**src/rtl/pipe_pkg.sv**
```systemverilog
`default_nettype none
// ============================================================================
//  Module      : pipe_pkg
//  Description : Shared defaults and control-field layout for the MIPS
//                pipeline stage registers (IF/ID, ID/EX, EX/MEM, MEM/WB).
//  Revision    : 1.0 - initial release
// ============================================================================
package pipe_pkg;

    // Default bundle geometry used by every stage boundary
    localparam int unsigned c_CTRL_W_DEFAULT   = 24;
    localparam int unsigned c_DATA_W_DEFAULT   = 160;
    localparam int unsigned c_CNT_W_DEFAULT    = 16;

    // All-zero control word: no register write, no memory access, no branch
    localparam logic [23:0] c_NOP_CTRL_DEFAULT = 24'h000000;

    // Stage boundary identifiers
    typedef enum logic [1:0] {
        STAGE_IF_ID  = 2'd0,
        STAGE_ID_EX  = 2'd1,
        STAGE_EX_MEM = 2'd2,
        STAGE_MEM_WB = 2'd3
    } stage_e;

    // ID/EX control field offsets
    localparam int unsigned c_IDEX_REG_WRITE   = 0;
    localparam int unsigned c_IDEX_MEM_TO_REG  = 1;
    localparam int unsigned c_IDEX_MEM_READ    = 2;
    localparam int unsigned c_IDEX_MEM_WRITE   = 3;
    localparam int unsigned c_IDEX_BRANCH      = 4;
    localparam int unsigned c_IDEX_ALU_SRC     = 5;
    localparam int unsigned c_IDEX_REG_DST     = 6;
    localparam int unsigned c_IDEX_ALU_OP_LSB  = 7;
    localparam int unsigned c_IDEX_ALU_OP_W    = 4;
    localparam int unsigned c_IDEX_JUMP        = 11;

    // EX/MEM control field offsets
    localparam int unsigned c_EXMEM_REG_WRITE  = 0;
    localparam int unsigned c_EXMEM_MEM_TO_REG = 1;
    localparam int unsigned c_EXMEM_MEM_READ   = 2;
    localparam int unsigned c_EXMEM_MEM_WRITE  = 3;

    // MEM/WB control field offsets
    localparam int unsigned c_MEMWB_REG_WRITE  = 0;
    localparam int unsigned c_MEMWB_MEM_TO_REG = 1;

    // True when an ID/EX control word changes architectural state
    function automatic logic idex_has_side_effect(input logic [23:0] ctrl);
        return ctrl[c_IDEX_REG_WRITE] | ctrl[c_IDEX_MEM_WRITE] |
               ctrl[c_IDEX_BRANCH]    | ctrl[c_IDEX_JUMP];
    endfunction

endpackage : pipe_pkg
`default_nettype wire

```
**src/rtl/sat_counter.sv**
```systemverilog
`default_nettype none
// ============================================================================
//  Module      : sat_counter
//  Description : Saturating up-counter with synchronous clear. Clear wins
//                over increment; the count sticks at all-ones.
//  Revision    : 1.0 - initial release
// ============================================================================
module sat_counter
    import pipe_pkg::*;
#(
    parameter int unsigned WIDTH = c_CNT_W_DEFAULT
) (
    input  logic             clk,
    input  logic             rst,
    input  logic             inc,
    input  logic             clr,
    output logic [WIDTH-1:0] count
);

    localparam logic [WIDTH-1:0] c_MAX = '1;

    logic [WIDTH-1:0] r_count;

    // Count up on request, hold at maximum, clear on reset or clr
    always_ff @(posedge clk) begin
        if (rst || clr) begin
            r_count <= '0;
        end else if (inc && (r_count != c_MAX)) begin
            r_count <= r_count + WIDTH'(1);
        end
    end

    assign count = r_count;

endmodule : sat_counter
`default_nettype wire

```
**src/rtl/pipe_stage_reg.sv**
```systemverilog
`default_nettype none
// ============================================================================
//  Module      : pipe_stage_reg
//  Description : Parametrised pipeline-stage register with valid/ready
//                handshake, stall, flush, bubble insertion and a saturating
//                bubble counter. The control bundle is forced to NOP_CTRL
//                whenever the stage is empty; the data bundle is never
//                cleared after reset.
//  Config      : define PIPE_STAGE_SKID_EN to add a one-entry skid buffer,
//                which removes the out_ready -> in_ready combinational path.
//  Revision    : 1.0 - initial release
// ============================================================================
module pipe_stage_reg
    import pipe_pkg::*;
#(
    parameter int unsigned        CTRL_W   = c_CTRL_W_DEFAULT,
    parameter int unsigned        DATA_W   = c_DATA_W_DEFAULT,
    parameter logic [CTRL_W-1:0]  NOP_CTRL = CTRL_W'(c_NOP_CTRL_DEFAULT),
    parameter int unsigned        CNT_W    = c_CNT_W_DEFAULT
) (
    input  logic              clk,
    input  logic              rst,
    input  logic              in_valid,
    output logic              in_ready,
    input  logic [CTRL_W-1:0] in_ctrl,
    input  logic [DATA_W-1:0] in_data,
    input  logic              stall,
    input  logic              flush,
    output logic              out_valid,
    input  logic              out_ready,
    output logic [CTRL_W-1:0] out_ctrl,
    output logic [DATA_W-1:0] out_data,
    input  logic              cnt_clr,
    output logic [CNT_W-1:0]  bubble_cnt
);

    // Main (visible) entry
    logic              r_outValid;
    logic [CTRL_W-1:0] r_outCtrl;
    logic [DATA_W-1:0] r_outData;

    // Handshake and load decisions
    logic              w_inReady;
    logic              w_accept;
    logic              w_outFire;
    logic              w_loadMain;
    logic              w_drainMain;
    logic [CTRL_W-1:0] w_mainCtrlNext;
    logic [DATA_W-1:0] w_mainDataNext;

    assign w_outFire = r_outValid & out_ready;
    assign w_accept  = in_valid & w_inReady;

`ifdef PIPE_STAGE_SKID_EN
    // Skid entry: holds one accepted instruction while the main entry waits
    logic              r_skidValid;
    logic [CTRL_W-1:0] r_skidCtrl;
    logic [DATA_W-1:0] r_skidData;
    logic              w_loadFromSkid;
    logic              w_loadSkid;

    // Readiness depends only on local state, never on out_ready
    assign w_inReady = !r_skidValid & !stall & !flush;

    // Decide where an accepted entry lands and whether main refills from skid
    always_comb begin
        w_loadFromSkid = 1'b0;
        w_loadSkid     = 1'b0;
        w_loadMain     = 1'b0;
        w_drainMain    = 1'b0;
        w_mainCtrlNext = in_ctrl;
        w_mainDataNext = in_data;
        if (w_outFire && r_skidValid) begin
            // Skid implies no accept this cycle, so order is preserved
            w_loadFromSkid = 1'b1;
            w_loadMain     = 1'b1;
            w_mainCtrlNext = r_skidCtrl;
            w_mainDataNext = r_skidData;
        end else if (w_accept && (!r_outValid || out_ready)) begin
            w_loadMain     = 1'b1;
        end else if (w_accept) begin
            // Main is full and held by downstream: park the newcomer
            w_loadSkid     = 1'b1;
        end else if (w_outFire) begin
            w_drainMain    = 1'b1;
        end
    end

    // Skid occupancy; dropped on reset and flush
    always_ff @(posedge clk) begin
        if (rst || flush) begin
            r_skidValid <= 1'b0;
        end else if (w_loadSkid) begin
            r_skidValid <= 1'b1;
        end else if (w_loadFromSkid) begin
            r_skidValid <= 1'b0;
        end
    end

    // Skid payload; needs no reset because it is qualified by r_skidValid
    always_ff @(posedge clk) begin
        if (w_loadSkid) begin
            r_skidCtrl <= in_ctrl;
            r_skidData <= in_data;
        end
    end
`else
    // Accept when the stage is empty or is emptying this cycle
    assign w_inReady = (!r_outValid | out_ready) & !stall & !flush;

    // Single entry: an accept always refills main, otherwise a transfer drains it
    always_comb begin
        w_loadMain     = w_accept;
        w_drainMain    = w_outFire & !w_accept;
        w_mainCtrlNext = in_ctrl;
        w_mainDataNext = in_data;
    end
`endif

    // Valid and control: flush and reset force the NOP control word
    always_ff @(posedge clk) begin
        if (rst || flush) begin
            r_outValid <= 1'b0;
            r_outCtrl  <= NOP_CTRL;
        end else if (w_loadMain) begin
            r_outValid <= 1'b1;
            r_outCtrl  <= w_mainCtrlNext;
        end else if (w_drainMain) begin
            r_outValid <= 1'b0;
            r_outCtrl  <= NOP_CTRL;
        end
    end

    // Data path: cleared only by reset, untouched by flush and drain
    always_ff @(posedge clk) begin
        if (rst) begin
            r_outData <= '0;
        end else if (w_loadMain) begin
            r_outData <= w_mainDataNext;
        end
    end

    // Bubble counter: one tick for every edge the stage sits empty
    sat_counter #(
        .WIDTH (CNT_W)
    ) u_bubbleCnt (
        .clk   (clk),
        .rst   (rst),
        .inc   (!r_outValid),
        .clr   (cnt_clr),
        .count (bubble_cnt)
    );

    assign in_ready  = w_inReady;
    assign out_valid = r_outValid;
    assign out_ctrl  = r_outCtrl;
    assign out_data  = r_outData;

endmodule : pipe_stage_reg
`default_nettype wire
```
**config.mk**
```make
export PLATFORM = sky130hd
export DESIGN_NAME = pipe_stage_reg
export DESIGN_NICKNAME = d
export VERILOG_FILES = /design/src/rtl/pipe_pkg.sv /design/src/rtl/sat_counter.sv /design/src/rtl/pipe_stage_reg.sv
export SDC_FILE = /design/constraint.sdc
export NUM_CORES = 1
export LEC_CHECK = 0
export ABC_CLOCK_PERIOD_IN_PS = 3350
export CAP_MARGIN = 20
export CORE_AREA = 2 2 153 155
export CTS_BUF_LIST = sky130_fd_sc_hd__clkbuf_8
export CTS_CLUSTER_DIAMETER = 200
export DETAILED_ROUTE_END_ITERATION = 7
export DIE_AREA = 0 0 155 157
export HOLD_SLACK_MARGIN = 0.08
export PLACE_DENSITY = 0.68
export SETUP_SLACK_MARGIN = 0.3
export SYNTH_ARGS = -nofsm -noshare
export SYNTH_HDL_FRONTEND = slang
export SYNTH_SLANG_ARGS = --single-unit
```
**constraint.sdc**
```tcl
create_clock -name clk -period 3.35 [get_ports clk]
set_clock_uncertainty 0.05 [all_clocks]
set_input_delay 0.8375 -clock clk [delete_from_list [all_inputs] [get_ports clk]]
set_output_delay 0.8375 -clock clk [all_outputs]
set_load 0.01 [all_outputs]
```
==> impl_metrics.ini, run 1 <==
[global_route]
antenna_found_initial = 0
grt_first_pass_wirelength_um = 37700
grt_max_degree = 105
grt_usage = 0.192
overflow = 0
grt_pass1_vias = 7013

[logic_synthesis]
syn_nets = 1080
ys_seq_area_frac = 0.562
netlist_instances = 888
synthFlopType = dfxtp_1
synth_edf_count = 0
synthMostInstantiatedCell = nand2_1
synth_common_cells = 331 x nand2_1, 201 x dfxtp_1, 168 x a21oi_1
synth_area_leaders = dfxtp_1 56%, nand2_1 17%, a21oi_1 12%, a22oi_1 2.5%, buf_2 2.1%
synth.top_cell.area_share = 0.562
synth_cell_type_count = 34
ys_seq_elements = 201
netlist_area_um2 = 7160
syn_area_per_cell_um2 = 8.06
async_reset_ff_frac = 0
yosys_warnings = 0
synth_top_area_cell = dfxtp_1

[sta]
tns_ns = 0
setup_viol = 0
hold_viol = 0
min_period_ns = 2.98
tightest_slew_ns = 0.644
slew_viol_final = 0
setup_ws_ns = 0.374
fin_crit_sh = 0.888
timing.fmax_mhz = 336
whs_ns = 0.401
rsz0062_at_grt = false
maxSlewHeadroom = 0.571

[power_and_ir_drop]
finalPower_mw = 5.20
leakage_nw = 4.17
p_per_area_nw_per_um2 = 436
ir_drop_v = 0.000391

[critical_path]
worstPathRequired_ns = 2.46
r2r_cells = 5
max_stage_delay_ns = 0.54
cp-end-kind = output port
crit_fanout = 2
crit_chain = clkdlybuf4s50_1, nand2b_1, and2_1, clkdlybuf4s50_1
crit_type = in2out
rr_startpoint = u_bubbleCnt.count[0]
cp.arrival_ns = 2.09
crit_start = out_ready
cpMostUsedCell = clkdlybuf4s50_1
r2r-end = u_bubbleCnt.count[14]
start_kind = input pin
r2r_slack_ns = 1.40
slowest_stage = clkdlybuf4s50_1

[die]
io_pins = 393
die_w_um = 155
die_y_um = 157
start_util = 0.318
fp-row-count = 55
die-area_um2 = 24300
core_area_um2 = 22500

[detailed_routing]
vias_per_cell = 4.72
num_vias = 7403
route.detailed.drc = 0
first_pass_iters = 5
drt_wl_total_um = 24700
ant_nets = 0
wl_per_cell_um = 15.8
first_iter_violations = 426

[run]
drv_cap = 0

[placement]
dp_slack_ns = 0.382
hpwlAfterDp_um = 17200
routabilityCongestion = 0.820
portBuffers = 392
place_area_um2 = 11300

[cells_and_area]
syn2layout_area_growth_pct = 66.7
diodes = 0
fin_nets = 1458
drive_above_1_share = 0.0491
final_cell_area_um2 = 11900

[clocking]
cts_resized = 0
clkTransAtPathRegs_ns = 0.05
cts_setup_buffers = 0
clk-insertion-delay-late_ns = 0.50
postCtsHoldBufs = 0
clkSinkCount = 201
clock_path_buffers = 3
cts_root_buf = clkbuf_8
cts_tree = built
cts_buffers = 37
htreeDepth = 2

[min_path]
min_to = out_data[73]
hold_class = reg2reg
min-delay-start = out_data[73]
min_path_cells = 2

[outcome]
status = finished clean
==> per-stage QoR <==
stage | utilization | std cells
floorplan | - | 888
global placement | 0.501 | 1511
detailed placement | 0.502 | 1512
CTS | 0.530 | 1568
global route | 0.530 | 1568
finish | 0.530 | 1568
==> registers in the layout (all words and copies together), names as in the netlist <==
register,count
out_data,160
out_ctrl,24
u_bubbleCnt.count,16
out_valid,1
==> cells in the final DEF (no fill, tap or decap), types with 4 or more instances in the layout <==
| master | instances |
|---|---|
| nor2_1 | 35 |
| o31ai_1 | 4 |
| clkbuf_8 | 40 |
| inv_1 | 13 |
| a22oi_1 | 24 |
| o21ai_0 | 6 |
| or3_1 | 4 |
| clkdlybuf4s50_1 | 391 |
| nand4_1 | 7 |
| dfxtp_1 | 201 |
| a31oi_1 | 6 |
| nand2_1 | 331 |
| a21oi_1 | 168 |
| buf_4 | 8 |
==> how the worst max path moves through the flow <==
stage,endpoint,slack (ns),depth (start not counted)
after global placement,in_ready,0.40,4
after CTS,in_ready,0.37,4
after detailed placement,in_ready,0.38,4
final,in_ready,0.37,4
after floorplan,in_ready,1.27,2
after global routing,in_ready,0.31,4
==> where the power goes <==
group          internal, mW  switching (mW)
combinational         0.365           0.246
clock                  1.16           0.937
sequential             2.46          0.0345
total                  3.98            1.22
==> critical path, delay by kind of cell <==
family	cells	cell delay (ns)
AND/OR/NAND/NOR	2	0.25
buffers and inverters	2	1.01
==> kinds of logic (layout without fill, tap and decap cells) <==
| kind of cell | after synthesis | count (layout) | synth area share |
|---|---|---|---|
| AOI/OAI and AO/OA | 212 | 212 | 0.161 |
| adders and majority gates | 1 | 1 | 0.00175 |
| buffers and inverters | 65 | 460 | 0.0414 |
| DFF | 201 | 201 | 0.562 |
| muxes | 2 | 2 | 0.00280 |
| and+or+nand+nor | 407 | 407 | 0.231 |
==> layer usage <==
| metal | vias up | routed length, um | GRT usage |
|---|---|---|---|
| li1 | 3697 | - | - |
| met1 | 3334 | 9740 | 0.225 |
| met2 | 330 | 11800 | 0.320 |
| met3 | 42 | 2560 | 0.0809 |
| met4 | 0 | 583 | 0.0608 |
| met5 | - | 0 | 0 |
==> cell type report <==
class                   count  area [um^2]
multi-input cells         622         2860
flip-flops and latches    201         4020
inverters                   1         3.75
repair buffers            403         4050
clock buffers              40          551
well taps                 285          357
fillers                  2069        10600
clock inverters            16         90.1
(Power assumes the default switching activity.)
==> run 2, diff against run 1 <==
Settings changed: ABC_CLOCK_PERIOD_IN_PS 3350 to 3100, CORE_AREA 2 2 153 155 to 2 2 154 156, DIE_AREA 0 0 155 157 to 0 0 156 158, PLACE_DENSITY 0.68 to 0.67.
Clock period 3.35 ns to 3.1 ns, I/O delays scaled along.
==> run 2 against run 1 <==
  * Sequential share of layout area down 0.37 points
  * Final cell count rose by 0.70%
  * Register-to-register slack worse by 0.21 ns
  * Flip-flop and latch count unchanged
  * Clock power increased by 23%
  * Worst setup slack improved by 0.14 ns
  * Total power up 14%
  * Critical path depth unchanged
  * Critical path type unchanged
  * Largest cell class unchanged
  * Highest routed layer is now met5
==> impl_metrics.ini, run 2 (same netlist as run 1, synthesis figures left out) <==
[die]
core_area_um2 = 23100
fp-row-count = 56
die_y_um = 158
io_pins = 393
die_w_um = 156
die-area_um2 = 24600
start_util = 0.310

[clocking]
clk-insertion-delay-late_ns = 0.51
cts_buffers = 37
cts_setup_buffers = 0
clock_path_buffers = 3
cts_tree = built
htreeDepth = 2
cts_resized = 1
clkSinkCount = 201
postCtsHoldBufs = 0
clkTransAtPathRegs_ns = 0.05
cts_root_buf = clkbuf_8

[min_path]
hold_class = reg2reg
min-delay-start = out_data[83]

[sta]
tightest_slew_ns = 0.567
tns_ns = 0
maxSlewHeadroom = 0.621
setup_viol = 0
slew_viol_final = 0
fin_crit_sh = 0.833
timing.fmax_mhz = 387
hold_viol = 0
min_period_ns = 2.58
rsz0062_at_grt = false

[critical_path]
r2r_slack_ns = 1.19
cp-endpoint = in_ready
max_stage_delay_ns = 0.41
crit_start = out_ready
r2r-end = u_bubbleCnt.count[14]
cp.arrival_ns = 1.76
r2r_cells = 5
crit_chain = clkdlybuf4s50_1, nand2b_1, and2_1, dlygate4sd2_1
crit_fanout = 2
crit_type = in2out
cp-end-kind = output port
worstPathRequired_ns = 2.27
start_kind = input pin
slowest_stage = clkdlybuf4s50_1
rr_startpoint = u_bubbleCnt.count[0]

[global_route]
grt_usage = 0.185
grt_pass1_vias = 6849
grt_first_pass_wirelength_um = 36600
overflow = 0
grt_max_degree = 90
antenna_found_initial = 1

[detailed_routing]
num_vias = 7443
ant_nets = 0
first_pass_iters = 5
drt_wl_total_um = 24400
route.detailed.drc = 0
vias_per_cell = 4.71
first_iter_violations = 486
wl_per_cell_um = 15.5

[cells_and_area]
final_util = 0.523
layout_commonest_cell = clkdlybuf4s50_1
syn2layout_area_growth_pct = 68.6
layout_common_cells = 390 x clkdlybuf4s50_1, 331 x nand2_1, 201 x dfxtp_1
drive_above_1_share = 0.0543
largest_reg_flops = 160
final_cell_area_um2 = 12100
diodes = 0
fin_nets = 1457

[power_and_ir_drop]
leakage_nw = 4.22
p_switching_mw = 1.39
ir_drop_v = 0.000302
p_per_area_nw_per_um2 = 491
p_sw_frac = 0.235
p_clk_frac = 0.434
p_int_mw = 4.54
comb_power_share = 0.111
pwr-share-seq = 0.455

[placement]
routabilityCongestion = 0.818
portBuffers = 392
hpwlAfterDp_um = 16700
place_area_um2 = 11300

[outcome]
status = finished clean

[run]
drv_cap = 0
[run 2: cell count changes in the layout (fill, tap and decap cells not counted)]
cell             before  now
buf_12                3    5
buf_4                 8    6
buf_8                 1    0
clkbuf_8             40   49
clkdlybuf4s50_1     391  390
clkinv_2              3    1
clkinvlp_4            0    1
dlygate4sd2_1         0    1
inv_1                13   12
[run 2: power by group through the flow]
stage	clock, mW	combinational (mW)	sequential, mW
finish	2.57	0.660	2.70
global route	2.77	0.712	2.70
CTS	2.67	0.668	2.70
detailed placement	0	0.663	2.75
global placement	0	0.662	2.75
floorplan	0	0.179	2.79
[run 2: worst min path at each step]
stage / to / slack, ns / cells after the start
2_1_floorplan: out_data[0] / 0.43 / 2
3_3_place_gp: out_data[46] / 0.39 / 2
3_5_place_dp: out_data[51] / 0.40 / 2
4_1_cts: out_data[60] / 0.40 / 2
5_1_grt: out_data[119] / 0.42 / 2
6_report: out_data[83] / 0.40 / 2
[run 2: area by class of cell]
class | count | area (um^2)
well taps | 290 | 363
fillers | 2174 | 11000
repair buffers | 402 | 4060
flip-flops and latches | 201 | 4020
clock buffers | 49 | 674
multi-input cells | 622 | 2860
clock inverters | 14 | 83.8
inverters | 1 | 3.75
[run 2: metrics by stage]
| stage | std cells | hold slack (ns) | worst slack, ns | total power, mW |
|---|---|---|---|---|
| 6_report | 1579 | 0.400 | 0.517 | 5.93 |
| 5_1_grt | 1579 | 0.418 | 0.455 | 6.19 |
| 4_1_cts | 1579 | 0.403 | 0.514 | 6.03 |
| 3_5_place_dp | 1516 | 0.396 | 0.271 | 3.42 |
| 3_3_place_gp | 1516 | 0.390 | 0.271 | 3.41 |
| 2_1_floorplan | 888 | 0.431 | 1.15 | 2.96 |
[run 2: routing by layer]
metal / GRT usage / up-vias / share of wire
li1: - / 3700 / -
met1: 0.218 / 3387 / 0.41
met2: 0.303 / 310 / 0.46
met3: 0.0802 / 44 / 0.10
met4: 0.0590 / 2 / 0.023
met5: 0 / - / 0.00053
[run 2: critical path: cells and delay by family]
family | cells | cell delay [ns]
and+or+nand+nor | 2 | 0.31
buffers and inverters | 2 | 0.68
